**config.mk**
```make
export PLATFORM = sky130hd
export DESIGN_NAME = pkt_sender
export DESIGN_NICKNAME = d
export VERILOG_FILES = /design/src/rtl/pkt_pkg.sv /design/src/rtl/pkt_tx_buf.sv /design/src/rtl/pkt_sender.sv
export SDC_FILE = /design/constraint.sdc
export NUM_CORES = 1
export LEC_CHECK = 0
export CORE_MARGIN = 4
export CORE_UTILIZATION = 40
export CTS_CLUSTER_DIAMETER = 50
export DETAILED_ROUTE_END_ITERATION = 6
export GPL_ROUTABILITY_DRIVEN = 0
export PLACE_DENSITY = 0.55
export SYNTH_ARGS = -nofsm -noshare
export SYNTH_HDL_FRONTEND = slang
export SYNTH_SLANG_ARGS = --single-unit
export TNS_END_PERCENT = 10
```
**constraint.sdc**
```tcl
create_clock -name clk -period 4.55 [get_ports clk]
set_input_delay 0.6825 -clock clk [delete_from_list [all_inputs] [get_ports clk]]
set_output_delay 0.6825 -clock clk [all_outputs]
set_load 0.01 [all_outputs]
```
**src/rtl/pkt_pkg.sv**
```systemverilog
// Shared types and sizes for the packet sender.
// Imported by the sender FSM and its payload buffer.
package pkt_pkg;

    localparam int MAX_PAYLOAD = 16;
    localparam int DEST_W = 2;
    localparam int BYTE_W = 8;
    localparam int CNT_W = $clog2(MAX_PAYLOAD + 1);
    localparam logic [CNT_W-1:0] BUF_FULL = CNT_W'(MAX_PAYLOAD);

    typedef enum logic [2:0] {
        IDLE,
        DEST,
        SRC,
        PAYLOAD,
        WAIT_ACK
    } state_t;

endpackage

```
**src/rtl/pkt_tx_buf.sv**
```systemverilog
// Payload store: 16 x 8 FIFO-like buffer whose read side
// can be rewound so a packet can be replayed on retry.
module pkt_tx_buf
    import pkt_pkg::*;
(
    input  logic              clk,
    input  logic              reset,
    input  logic              wr,
    input  logic [BYTE_W-1:0] wr_data,
    input  logic              rd,
    input  logic              rewind,
    input  logic              clr,
    output logic [BYTE_W-1:0] rd_data,
    output logic [CNT_W-1:0]  cnt
);

    localparam int AW = $clog2(MAX_PAYLOAD);

    logic [BYTE_W-1:0] mem [MAX_PAYLOAD];
    logic [AW-1:0]     wptr;
    logic [AW-1:0]     rptr;

    always_ff @(posedge clk) begin
        if (wr) mem[wptr] <= wr_data;
    end

    always_ff @(posedge clk or negedge reset) begin
        if (!reset) begin
            wptr <= '0;
            rptr <= '0;
            cnt  <= '0;
        end else if (clr) begin
            wptr <= '0;
            rptr <= '0;
            cnt  <= '0;
        end else begin
            if (wr) begin
                wptr <= wptr + AW'(1);
                cnt  <= cnt + CNT_W'(1);
            end
            if (rewind) rptr <= '0;
            else if (rd) rptr <= rptr + AW'(1);
        end
    end

    assign rd_data = mem[rptr];

endmodule

```
**src/rtl/pkt_sender.sv**
```systemverilog
// Packet transmitter: frames dest, src and buffered payload,
// then waits for ack and replays the packet on timeout.
module pkt_sender
    import pkt_pkg::*;
#(
    parameter int ACK_TIMEOUT = 64,
    parameter int MAX_RETRY   = 3
) (
    input  logic              clk,
    input  logic              reset,
    input  logic              wr_en,
    input  logic [BYTE_W-1:0] wr_data,
    input  logic              start,
    input  logic [DEST_W-1:0] dest,
    input  logic [BYTE_W-1:0] src,
    input  logic              ack,
    output logic              bnd_plse,
    output logic [BYTE_W-1:0] data_in,
    output logic              busy,
    output logic [CNT_W-1:0]  buf_cnt,
    output logic              done,
    output logic              err,
    output logic [1:0]        retries
);

    localparam int CW = (ACK_TIMEOUT > 2) ? $clog2(ACK_TIMEOUT) : 1;
    localparam logic [CW-1:0] TMO = CW'(ACK_TIMEOUT - 1);
    localparam logic [1:0] MR = 2'(MAX_RETRY);

    state_t            state, state_d;
    logic [BYTE_W-1:0] data_q, data_d, src_q, src_d;
    logic [DEST_W-1:0] dest_q, dest_d;
    logic              bnd_q, bnd_d, busy_q, busy_d;
    logic              done_q, done_d, err_q, err_d;
    logic [1:0]        ret_q, ret_d;
    logic [CW-1:0]     wcnt_q, wcnt_d;
    logic [CNT_W-1:0]  len_q, len_d, sent_q, sent_d;
    logic              buf_wr, buf_rd, buf_rew, buf_clr;
    logic [BYTE_W-1:0] rd_data;
    logic [CNT_W-1:0]  cnt;

    pkt_tx_buf u_buf (
        .clk     (clk),
        .reset   (reset),
        .wr      (buf_wr),
        .wr_data (wr_data),
        .rd      (buf_rd),
        .rewind  (buf_rew),
        .clr     (buf_clr),
        .rd_data (rd_data),
        .cnt     (cnt)
    );

    // Next-state logic also computes the next registered outputs.
    always_comb begin
        state_d = state;
        data_d  = '0;
        bnd_d   = 1'b0;
        busy_d  = busy_q;
        done_d  = 1'b0;
        err_d   = 1'b0;
        ret_d   = ret_q;
        wcnt_d  = wcnt_q;
        len_d   = len_q;
        sent_d  = sent_q;
        dest_d  = dest_q;
        src_d   = src_q;
        buf_wr  = 1'b0;
        buf_rd  = 1'b0;
        buf_rew = 1'b0;
        buf_clr = 1'b0;
        unique case (state)
            IDLE: begin
                if (start && cnt != '0) begin
                    state_d = DEST;
                    dest_d  = dest;
                    src_d   = src;
                    len_d   = cnt;
                    busy_d  = 1'b1;
                    data_d  = BYTE_W'(dest);
                    bnd_d   = 1'b1;
                end else if (wr_en && !start && cnt < BUF_FULL) begin
                    buf_wr = 1'b1;
                end
            end
            DEST: begin
                state_d = SRC;
                data_d  = src_q;
            end
            SRC: begin
                state_d = PAYLOAD;
                data_d  = rd_data;
                bnd_d   = (len_q == CNT_W'(1));
                buf_rd  = 1'b1;
                sent_d  = CNT_W'(1);
            end
            PAYLOAD: begin
                if (sent_q == len_q) begin
                    state_d = WAIT_ACK;
                    wcnt_d  = '0;
                end else begin
                    data_d = rd_data;
                    bnd_d  = (sent_q + CNT_W'(1) == len_q);
                    buf_rd = 1'b1;
                    sent_d = sent_q + CNT_W'(1);
                end
            end
            WAIT_ACK: begin
                if (ack) begin
                    done_d  = 1'b1;
                    buf_clr = 1'b1;
                    ret_d   = '0;
                    busy_d  = 1'b0;
                    state_d = IDLE;
                end else if (wcnt_q == TMO) begin
                    if (ret_q < MR) begin
                        ret_d   = ret_q + 2'd1;
                        buf_rew = 1'b1;
                        state_d = DEST;
                        data_d  = BYTE_W'(dest_q);
                        bnd_d   = 1'b1;
                    end else begin
                        err_d   = 1'b1;
                        buf_clr = 1'b1;
                        ret_d   = '0;
                        busy_d  = 1'b0;
                        state_d = IDLE;
                    end
                end else begin
                    wcnt_d = wcnt_q + CW'(1);
                end
            end
            default: state_d = IDLE;
        endcase
    end

    always_ff @(posedge clk or negedge reset) begin
        if (!reset) begin
            state  <= IDLE;
            data_q <= '0;
            bnd_q  <= 1'b0;
            busy_q <= 1'b0;
            done_q <= 1'b0;
            err_q  <= 1'b0;
            ret_q  <= '0;
            wcnt_q <= '0;
            len_q  <= '0;
            sent_q <= '0;
            dest_q <= '0;
            src_q  <= '0;
        end else begin
            state  <= state_d;
            data_q <= data_d;
            bnd_q  <= bnd_d;
            busy_q <= busy_d;
            done_q <= done_d;
            err_q  <= err_d;
            ret_q  <= ret_d;
            wcnt_q <= wcnt_d;
            len_q  <= len_d;
            sent_q <= sent_d;
            dest_q <= dest_d;
            src_q  <= src_d;
        end
    end

    assign data_in  = data_q;
    assign bnd_plse = bnd_q;
    assign busy     = busy_q;
    assign done     = done_q;
    assign err      = err_q;
    assign retries  = ret_q;
    assign buf_cnt  = cnt;

endmodule

```
==> impl_metrics.json <==
{
  "avgSynthCellArea_um2": 16.5,
  "worst_pin_slew_ns": 0.927,
  "die_h_um": 147,
  "syn_to_final_growth_pct": 16.3,
  "clock_latency_ns": 0.43,
  "fin_setup_tns_ns": 0,
  "final_cell_mix": "128 x edfxtp_1, 55 x dfrtp_1, 40 x clkdlybuf4s50_1",
  "ys_top_cells_by_area": "edfxtp_1 50%, dfrtp_1 18%, mux4_2 9.4%",
  "dp_slack_ns": 1.53,
  "die_w_um": 147,
  "finalWorstSetupSlack_ns": 1.67,
  "grt.overflow.total": 0,
  "rsz0062_at_grt": "false",
  "hold_viol": 0,
  "ys.flop_type": "edfxtp_1",
  "fin_skew_ns": 0.0119,
  "peakVddDrop_uv": 276,
  "regToRegSetupSlack_ns": 1.67,
  "synth-async-reset-ratio_pct": 30.4,
  "yosys_warnings": 0,
  "grt.total_usage_pct": 15.7,
  "grt_max_degree": 57,
  "whs_ns": 0.401,
  "dr_total_vias": 4097,
  "ant_nets": 0,
  "drtIter0Drc": 219,
  "ctsLongestPathBuffers": 2,
  "cts_max_level": 4,
  "cp_cell_sequence": "nor3_1 -> and3_1 -> nor3b_1 -> and2_1",
  "layout_commonest_cell": "edfxtp_1",
  "synth_top_area_cell": "edfxtp_1",
  "syn-num-nets": 498,
  "routed_wirelength_mm": 16.3,
  "cpPeakStageDelay_ns": 0.74,
  "cts_tree": "yes",
  "fin_crit_sh_pct": 63.2,
  "netlist.area_leader.share_pct": 50.1,
  "clk_root_buffer_cell": "clkbuf_16",
  "design.die.area_mm2": 0.0215,
  "crit_path_end_kind": "flop",
  "cts_buffers": 17,
  "hold_path.class": "input pin to async pin",
  "status": "complete, no violations",
  "syn_inst": 465,
  "synth.distinct_cells": 55,
  "ys_seq_area_share_pct": 68.3,
  "cp.arrival_ns": 2.95,
  "holdBufCountCts": 0,
  "hpwl_mm": 10.9,
  "io_pins": 42,
  "maxSlewHeadroom_pct": 38.1,
  "numPortBuffers": 41,
  "synth_edf_count": 128,
  "ctsResizeCount": 0,
  "period_needed_ns": 2.88,
  "antenna_found_initial": 0,
  "cellLeakagePower_nw": 3.25,
  "wl_per_cell_um": 21.6,
  "drv_cap": 0,
  "cp_max_fo": 19,
  "worst-setup-path-type": "flop to flop",
  "clk_transition_reported_paths_ns": 0.07,
  "worstSetupStartpointType": "flop",
  "synthesis.area_mm2": 0.00768,
  "setup_viol": 0,
  "grt_pass1_vias": 4170,
  "nets": 541,
  "remaining_drc_errors": 0,
  "cpMaxStageDelayCell": "and3_1",
  "required_ns": 4.62,
  "core_mm2": 0.0188,
  "cts_setup_buffers": 0,
  "p_per_area_mw_per_mm2": 601,
  "clock_sinks": 184,
  "slew_viol_final": 0,
  "drive_above_1_share_pct": 18.0,
  "rows": 50,
  "vias_per_cell": 5.43,
  "final_cells": 755,
  "grt_pass1_wl_mm": 25.3,
  "firstDrtPassIters": 5,
  "dp_cells": 723,
  "fmax_mhz": 348,
  "n_fill_cell": 1617,
  "synth.ff_latch_count": 184,
  "num_antenna_cells": 0,
  "initial_utilization_pct": 40.9
}
worst paths after layout:
path	startpoint	end	cells after the start
max reg2reg	state[0]$_DFFE_PN0P_	u_buf.mem[1][1]$_DFFE_PP_	4
max in group asynchronous	reset	u_buf.rptr[0]$_DFFE_PN0P_	2
min	reset	done$_DFF_PN0_	2
min reg2reg	src_q[2]$_DFFE_PN0P_	data_in[2]$_DFF_PN0_	1
min in group clk	src_q[2]$_DFFE_PN0P_	data_in[2]$_DFF_PN0_	1
max	state[0]$_DFFE_PN0P_	u_buf.mem[1][1]$_DFFE_PP_	4
state kept, by name (all words and copies together) (netlist names), 2 cells and up:
| signal | count |
|---|---|
| data_in | 8 |
| dest_q | 2 |
| len_q | 5 |
| retries | 2 |
| sent_q | 5 |
| src_q | 8 |
| state | 3 |
| u_buf.cnt | 5 |
| u_buf.mem | 128 |
| u_buf.rptr | 4 |
| u_buf.wptr | 4 |
| wcnt_q | 6 |
worst max-delay path, delay by kind of cell (launching register included):
kind,cells,cell delay [ns]
flip-flops,1,0.55
AND/OR/NAND/NOR,4,1.97
kinds of logic (layout without fill, tap and decap cells):
family / after synthesis / after routing / synth area share [%]
flip-flops: 184 / 184 / 68.3
AND/OR/NAND/NOR: 111 / 111 / 7.63
AO/OA/AOI/OAI: 63 / 63 / 6.26
multiplexers: 53 / 53 / 12.4
buffers and inverters: 30 / 86 / 2.18
XOR/XNOR: 14 / 14 / 1.60
adder cells (fa/ha/maj): 10 / 10 / 1.63
synthesized netlist by cell type, types with 2 or more instances:
library cell / count
a211o_1: 2
mux2i_1: 6
nor2b_1: 7
ha_1: 10
nor3b_1: 3
nand2_1: 29
nor2_1: 22
mux2_2: 11
and2_1: 10
a22oi_2: 3
xnor2_1: 8
nand4_1: 4
a21oi_1: 5
nor3_1: 6
buf_4: 3
edfxtp_1: 128
o21ai_0: 9
mux2_1: 4
xor2_1: 6
a22oi_1: 16
a22o_1: 7
and3_1: 10
inv_1: 8
clkbuf_1: 5
nand2b_1: 3
dfrtp_1: 56
buf_2: 9
buf_6: 2
o21ai_1: 8
nand3_1: 5
a221o_1: 2
mux4_2: 32
and4_1: 4
final cells by class:
cell class | instances | area [um2] | area share [%]
Timing Repair Buffer | 46 | 443 | 4.96
Clock inverter | 15 | 224 | 2.51
Clock buffer | 17 | 425 | 4.77
Tap cell | 234 | 293 | 3.28
Multi-Input combinational cell | 251 | 2260 | 25.4
Inverter | 8 | 30.0 | 0.336
Sequential cell | 184 | 5250 | 58.8
routing by layer:
metal  vias to the layer above  part of all wire (%)  GRT usage, %
li1                       1897                     -             -
met1                      2113                    45          22.0
met2                        83                    49          25.2
met3                         4                   4.8          3.23
met4                         0                  0.33          3.81
met5                         -                     0             0
where the power goes:
group,leakage (nW),total [mW],switching (mW),internal (mW)
Sequential,1.86,2.26,0.280,1.98
Combinational,1.08,1.52,0.762,0.760
Clock,0.316,1.57,0.717,0.856
Total,3.25,5.36,1.76,3.60
per-stage QoR:
stage               utilization, %  instance area [um2]  power [mW]
CTS                           47.6                 8920        5.42
global route                  47.6                 8920        5.65
detailed placement            44.1                 8280        3.84
finish                        47.6                 8920        5.36
floorplan                        -                 7680        3.36
global placement              44.1                 8280        3.82
Power figures use the tool's default switching activity.
